File: config.mk
export PLATFORM = sky130hd
export DESIGN_NAME = arcade_input_conditioner_flat
export DESIGN_NICKNAME = d
export VERILOG_FILES = /design/src/rtl/arcade_input_conditioner_if.sv /design/src/rtl/arcade_input_conditioner.sv /design/src/flat_wrapper.sv
export SDC_FILE = /design/constraint.sdc
export NUM_CORES = 1
export LEC_CHECK = 0
export ABC_AREA = 1
export CORE_UTILIZATION = 37
export DETAILED_ROUTE_END_ITERATION = 8
export GPL_ROUTABILITY_DRIVEN = 1
export PLACE_DENSITY = 0.5
export SKIP_LAST_GASP = 1
export SYNTH_ARGS = -nofsm -noshare
export SYNTH_HDL_FRONTEND = slang
export SYNTH_SLANG_ARGS = --single-unit
File: constraint.sdc
create_clock -name clk -period 2.2 [get_ports clk]
set_input_delay 0.44 -clock clk [delete_from_list [all_inputs] [get_ports clk]]
set_output_delay 0.44 -clock clk [all_outputs]
set_load 0.02 [all_outputs]
File: src/rtl/arcade_input_conditioner_if.sv
// Player-input bus between the DB9 pins / keyboard translator and the game core.
// The master drives the raw inputs; the slave (the conditioner) drives the button outputs.
interface arcade_input_conditioner_if;
    logic [5:0] joy1_n;     // {p9, p6, right, left, down, up}, active-low, asynchronous
    logic [8:0] kbd_joy;    // keyboard vector joyBCPPFRLDU, active-high, clk domain
    logic [7:0] buttons_n;  // {right, left, start1, start2, fire, coin, thrust, shield}, active-low
    logic [5:0] joy_db;     // debounced joystick, active-high

    modport master (output joy1_n, output kbd_joy, input  buttons_n, input  joy_db);
    modport slave  (input  joy1_n, input  kbd_joy, output buttons_n, output joy_db);
endinterface

File: src/rtl/arcade_input_conditioner.sv
// Synchronises and debounces joystick-1, stretches the coin key and merges
// everything with the keyboard vector into one registered active-low button bus.
module arcade_input_debounce #(
    parameter int DEBOUNCE_CYCLES = 250000,
    parameter int CW              = $clog2(DEBOUNCE_CYCLES) + 1
) (
    input  logic clk,
    input  logic reset,
    input  logic din,
    output logic stb
);
    localparam logic [CW-1:0] LAST = CW'(DEBOUNCE_CYCLES - 1);

    logic [CW-1:0] cnt;

    always_ff @(posedge clk) begin
        if (reset) begin
            stb <= 1'b1;
            cnt <= '0;
        end else if (din == stb) begin
            cnt <= '0;
        end else if (cnt == LAST) begin
            stb <= din;
            cnt <= '0;
        end else begin
            cnt <= cnt + 1'b1;
        end
    end
endmodule

module arcade_input_conditioner #(
    parameter int DEBOUNCE_CYCLES = 250000,
    parameter int COIN_CYCLES     = 1250000
) (
    input  logic                       clk,
    input  logic                       reset,
    arcade_input_conditioner_if.slave  io
);
    localparam int              CTW       = $clog2(COIN_CYCLES + 1);
    localparam logic [CTW-1:0]  COIN_LOAD = CTW'(COIN_CYCLES);

    logic [5:0]     joy_s1, joy_s2, stb;
    logic           coin_prev, coin_rise, coin_act;
    logic [CTW-1:0] coin_tmr;
    logic           thrust, fire, shield, left_raw, right_raw, left, right;
    logic           unused_kbd_down;

    // Two-flop synchroniser; released (1) out of reset so nothing fires spuriously.
    always_ff @(posedge clk) begin
        if (reset) begin
            joy_s1 <= 6'h3F;
            joy_s2 <= 6'h3F;
        end else begin
            joy_s1 <= io.joy1_n;
            joy_s2 <= joy_s1;
        end
    end

    arcade_input_debounce #(.DEBOUNCE_CYCLES(DEBOUNCE_CYCLES)) u_db [5:0] (
        .clk   (clk),
        .reset (reset),
        .din   (joy_s2),
        .stb   (stb)
    );

    assign io.joy_db = ~stb;

    // coin_prev resets high so a key held through reset never counts as a rise.
    assign coin_rise = io.kbd_joy[7] & ~coin_prev;
    assign coin_act  = (coin_tmr != '0);

    always_ff @(posedge clk) begin
        if (reset) begin
            coin_prev <= 1'b1;
            coin_tmr  <= '0;
        end else begin
            coin_prev <= io.kbd_joy[7];
            if (coin_act)
                coin_tmr <= coin_tmr - 1'b1;
            else if (coin_rise)
                coin_tmr <= COIN_LOAD;
        end
    end

    assign thrust    = io.kbd_joy[0] | io.joy_db[0];
    assign left_raw  = io.kbd_joy[2] | io.joy_db[2];
    assign right_raw = io.kbd_joy[3] | io.joy_db[3];
    assign fire      = io.kbd_joy[4] | io.joy_db[4];
    assign shield    = io.kbd_joy[8] | io.joy_db[5];

    // Opposing rotation requests cancel rather than letting one side win.
    assign left  = left_raw  & ~right_raw;
    assign right = right_raw & ~left_raw;

    // Down has no function in this core.
    assign unused_kbd_down = io.kbd_joy[1];

    always_ff @(posedge clk) begin
        if (reset)
            io.buttons_n <= 8'hFF;
        else
            io.buttons_n <= ~{right, left, io.kbd_joy[5], io.kbd_joy[6],
                              fire, coin_act, thrust, shield};
    end
endmodule

File: src/flat_wrapper.sv
// flat-port wrapper written by rule: the top's interface ports become plain ports
module arcade_input_conditioner_flat 
#(
    parameter int DEBOUNCE_CYCLES = 250000,
    parameter int COIN_CYCLES     = 1250000
)
  (clk, reset, io_joy1_n, io_kbd_joy, io_buttons_n, io_joy_db);
  arcade_input_conditioner_if io_i ();
  input  logic clk;
  input  logic reset;
  input wire logic [$bits(io_i.joy1_n)-1:0] io_joy1_n;
  input wire logic [$bits(io_i.kbd_joy)-1:0] io_kbd_joy;
  output wire logic [$bits(io_i.buttons_n)-1:0] io_buttons_n;
  output wire logic [$bits(io_i.joy_db)-1:0] io_joy_db;
  assign io_i.joy1_n = io_joy1_n;
  assign io_i.kbd_joy = io_kbd_joy;
  assign io_buttons_n = io_i.buttons_n;
  assign io_joy_db = io_i.joy_db;
  arcade_input_conditioner #(.DEBOUNCE_CYCLES(DEBOUNCE_CYCLES), .COIN_CYCLES(COIN_CYCLES)) u_core (.clk(clk), .reset(reset), .io(io_i));
endmodule
# Yosys cells after proc, flatten, opt, wreduce, memory -nomap -nowiden
# Index checks and enable logic that the tools add are counted.
word_totals:
  elab_cells: 71
  out_inout_bits: 14
  input_bits: 17
  ff_bits: 162
op_classes:
  n_bitwise: 19
  mux: 2
  n_eq_ne: 12
  n_addsub: 7
  n_reduce_logical: 14
ops:
  columns: ["operator", "count"]
  rows:
  - ["adder 19 x 1 -> 19 bit, second input constant", 6]
  - ["== test 19 x 18 -> 1 bit, second input constant", 6]
  - ["two-way mux 21 bit", 2]
  - ["nonzero test 21 bit", 1]
  - ["subtractor 21 x 1 -> 21 bit, second input constant", 1]
  - ["OR reduction 3 bit", 6]
  - ["AND reduction 2 bit", 6]
  - ["NOT 1 bit", 9]
  - ["NOT 8 bit", 1]
  - ["== test 1 bit", 6]
  - ["NOT 6 bit", 1]
  - ["OR 1 bit", 5]
  - ["bitwise AND 1 bit", 3]
  - ["nonzero test 2 bit", 1]

# Logic depth before layout (Yosys ltp)
depth:
  ltp_word: 5
  mapped_depth: 9
  mapped_depth_nobuf: 9

# By module
# From an unflattened synthesis, not the netlist that was laid out.
hier_totals:
  hier_cells: 1150
  area_unflattened_um2: 8030.2
by_module_without_submodules:
  columns: ["module", "n_inst", "area_per_inst_um2", "cells_per_inst", "seq_area_each_um2"]
  rows:
  - ["arcade_input_debounce", 6, 1017.2, 148, 400.4]
  - ["arcade_input_conditioner", 1, 1926.8, 262, 840.8]

# Least setup slack after synthesis
# No wires, ideal clock.
synth_path:
  path_type: "reg2reg"
  start: "register u_core.u_db[3].cnt[0]"
  end: "register u_core.u_db[3].cnt[0]"
  n_path_buf: 1
  synth_period_minus_slack_ps: 1567
  slack_ps: 633
  path_stages_with_launch: 8
  t_arrival_ps: 1447
  setup_time_ps: 120
  required_ps: 2080
  path_cell_list: "dfxtp_1 -> ha_1 -> nand3_1 -> nor2_1 -> nand3_1 -> nand2_2 -> buf_4 -> nor2_1"
synth_between:
  elab_chain_cells: 2
  elab_cells_between_ends: 3
  cone_classes: "add/sub: 1; eq/ne: 1; reduce/logical: 1"
synth_rtl:
  columns: ["element", "line_no", "rtl"]
  rows:
  - ["from (decl)", "arcade_input_conditioner.sv:14", "logic [CW-1:0] cnt;"]
  - ["from (signal assigned)", "arcade_input_conditioner.sv:26", "cnt <= cnt + 1'b1;"]
  - ["parallel branches: the longest is 2 deep, another holds adder 19 x 1 -> 19 bit", null, null]
# Parallel ways; which one is timed is not known.
# A chain may end at the register's enable or synchronous reset.

# Worst setup path in the final report
layout_path:
  start: "register u_core.u_db[2].stb"
  end: "output port io_joy_db[2]"
layout_between:
  elab_chain_cells: 1
layout_rtl:
  columns: ["element", "line_no", "rtl"]
  rows:
  - ["from (decl)", "arcade_input_conditioner.sv:10", "output logic stb"]
  - ["from (signal assigned)", "arcade_input_conditioner.sv:23", "stb <= din;"]
  - ["NOT 6 bit", "arcade_input_conditioner.sv:66", "assign io.joy_db = ~stb;"]
  - ["to (decl)", "flat_wrapper.sv:14", "output wire logic [$bits(io_i.joy_db)-1:0] io_joy_db;"]
# No other way between the ends.

==> metrics <==
met3 usage in global routing=0.0348; final std cells w/o fill=1429; antenna viol nets, final=0; die height=146 um; FF+latch count, synth=162; CP bufs+invs=2; Mapped Avg Cell Area=6.95 um2; core area=0.0202 mm2; FF-to-FF path depth=8; vias in the first global route=6185; final setup fails=0; DP Worst Slack=0.0639 ns; HPWL Detailed=12.0 mm; worst path required time=1.76 ns; GPL Wtd Cong=0.799; clock-pin slew on the worst setup and hold paths=0.06 ns; Total Die Area=0.0213 mm2; critical path depth=2; reg2reg end=u_core.u_db[2].cnt[2]; FF-to-FF Start=u_core.u_db[2].cnt[0]; fin. max-slew vios=0; Rows=52; total grt overflow=0; Cell Pwr Density=888 mW/mm2; Synth cell types=29; drt pass-1 iters=4; worst-margin pin slew=0.482 ns; M1 GR Usage=0.208; cells along the critical path=inv_1 > clkdlybuf4s50_1; Final min period=1.91 ns; Max-cap violations=0; first-pass GRT wire length=28.4 mm; Design Area, Final=0.00887 mm2; Final period util=0.870; Wirelength per Cell=11.6 um; Slowest-stage cell, CP=clkdlybuf4s50_1; status=completed; H-tree levels=4; Total Nets Final=1171; Ports=31; Worst path max stage delay=0.60 ns; most used routing layer=met2; RSZ-0062 raised after global routing=false; Worst setup startpoint=u_core.u_db[2].stb; synthesized area=0.00765 mm2; relative slew slack=0.676; Lkg Pwr=2.89 nW; clock network latency to the later pin of the worst-skew pair=0.42 ns; CTS sink cnt=162; critical path capture point type=output port; Crit Path Class=reg2out; Die W=146 um; Min-Delay Endpoint=u_core.joy_s2[3]; Hold Path Depth=1; Initial Utilization=0.378; fill count=2127; TritonCTS clock tree=yes; endpoints failing hold=0; CP arrival=1.47 ns; largest net degree at the start of global routing=26; area grow syn2layout=15.9%; area of placed instances=0.00827 mm2; met2 Track Usage GR=0.273; VDD IR-drop max=0.000587 V; fmax=0.522 GHz; Reg2Reg Setup Slack=0.47 ns; Resized Gates After CTS=0; # hold bufs at CTS=0; CTS Buffer Depth=2; crit path launch type=flop; Setup WS post-layout=0.286 ns; DP Cell Count=1397; yosys warns=0; DRC violations left=0; DRT iter0 DRCs=316; setup_tns=0 ns; Min-Delay Path Class=reg2reg; post-synthesis cell count=1101; Syn Nets=1126; Worst Hold Launch=u_core.joy_s1[3]; Final Skew=0.0127 ns; total track usage=0.162; vias=6721; sequential fraction of the synthesis area=0.424; CP top delay family=buffers and inverters; CP Max Fanout=4; layout cells sized above 1=0.0768; final WL=16.5 mm; CTS buffer count=17; # port buffers=29; Vias/cell=4.70; Antenna Diode Count=0; Setup Buffers After CTS=0; Root Buffer Master=clkbuf_16; initial antenna violation count=0
-- layout by cell type (no fill, tap or decap), drive strengths merged, types with 15 or more instances in the layout --
cell	count
or2	25
nor3	25
nand4	38
clkdlybuf4s50	29
dfxtp	162
o21ai	26
nand3	93
inv	106
nand2	249
xor2	25
xnor2	15
a21oi	71
clkbuf	20
nor2	234
-- cells in the mapped netlist (all sizes together) --
| library cell | count | area (um2) |
|---|---|---|
| a21oi | 71 | 359 |
| a31oi | 3 | 18.8 |
| buf | 11 | 83.8 |
| clkbuf | 3 | 11.3 |
| dfxtp | 162 | 3240 |
| ha | 8 | 100 |
| inv | 104 | 390 |
| nand2 | 249 | 955 |
| nand3 | 93 | 485 |
| nand3b | 8 | 60.1 |
| nand4 | 38 | 238 |
| nor2 | 234 | 926 |
| nor3 | 25 | 140 |
| o21ai | 26 | 130 |
| or2 | 25 | 156 |
| or3 | 1 | 6.26 |
| xnor2 | 15 | 131 |
| xor2 | 25 | 219 |
-- power by group --
part / switching [mW] / leakage, nW / internal, mW
clock network: 1.22 / 0.295 / 1.82
logic: 0.965 / 1.28 / 0.599
registers: 0.157 / 1.31 / 3.11
-- sequential cells by signal, summed over array words and instances, names as in the netlist --
name	flops
u_core.coin_prev	1
u_core.coin_tmr	21
u_core.io.buttons_n	8
u_core.joy_s1	6
u_core.joy_s2	6
u_core.u_db.cnt	114
u_core.u_db.stb	6
-- cell type report --
class	instances	area, um2	share of cell area
Clock inverter	12	156	0.0176
Tap cell	270	338	0.0381
Sequential cell	162	3240	0.366
Clock buffer	20	447	0.0503
Timing Repair Buffer	40	373	0.0420
Multi-Input combinational cell	821	3930	0.442
Inverter	104	390	0.0440
-- metrics by stage --
stage           util  power, mW  hold slack (ns)
2_1_floorplan      -       4.54            0.389
3_3_place_gp   0.409       4.90            0.393
3_5_place_dp   0.409       4.91            0.393
4_1_cts        0.438       8.00            0.409
5_1_grt        0.438       8.36            0.428
6_report       0.438       7.88            0.408
-- routing by layer --
metal	wire length, um	part of all wire	vias up
met1	8420	0.51	3002
li1	-	-	3637
met3	430	0.026	12
met5	0	0	-
met4	155	0.0094	0
met2	7530	0.46	70
-- kinds of logic after synthesis --
kind of cell / after synthesis / synth area share
and+or+nand+nor: 673 / 0.388
DFF: 162 / 0.424
buffers and inverters: 118 / 0.0634
AOI/OAI and AO/OA: 100 / 0.0664
xor gates and xnor gates: 40 / 0.0458
adders and majority gates: 8 / 0.0131
-- worst max path at each step --
stage,endpoint,slack [ns]
3_3_place_gp,u_core.u_db[4].cnt[17],0.12
2_1_floorplan,u_core.u_db[3].cnt[0],0.63
4_1_cts,io_joy_db[0],0.25
3_5_place_dp,u_core.u_db[1].cnt[7],0.06
5_1_grt,io_joy_db[0],0.20
6_report,io_joy_db[2],0.29
Power figures use the tool's default switching activity.
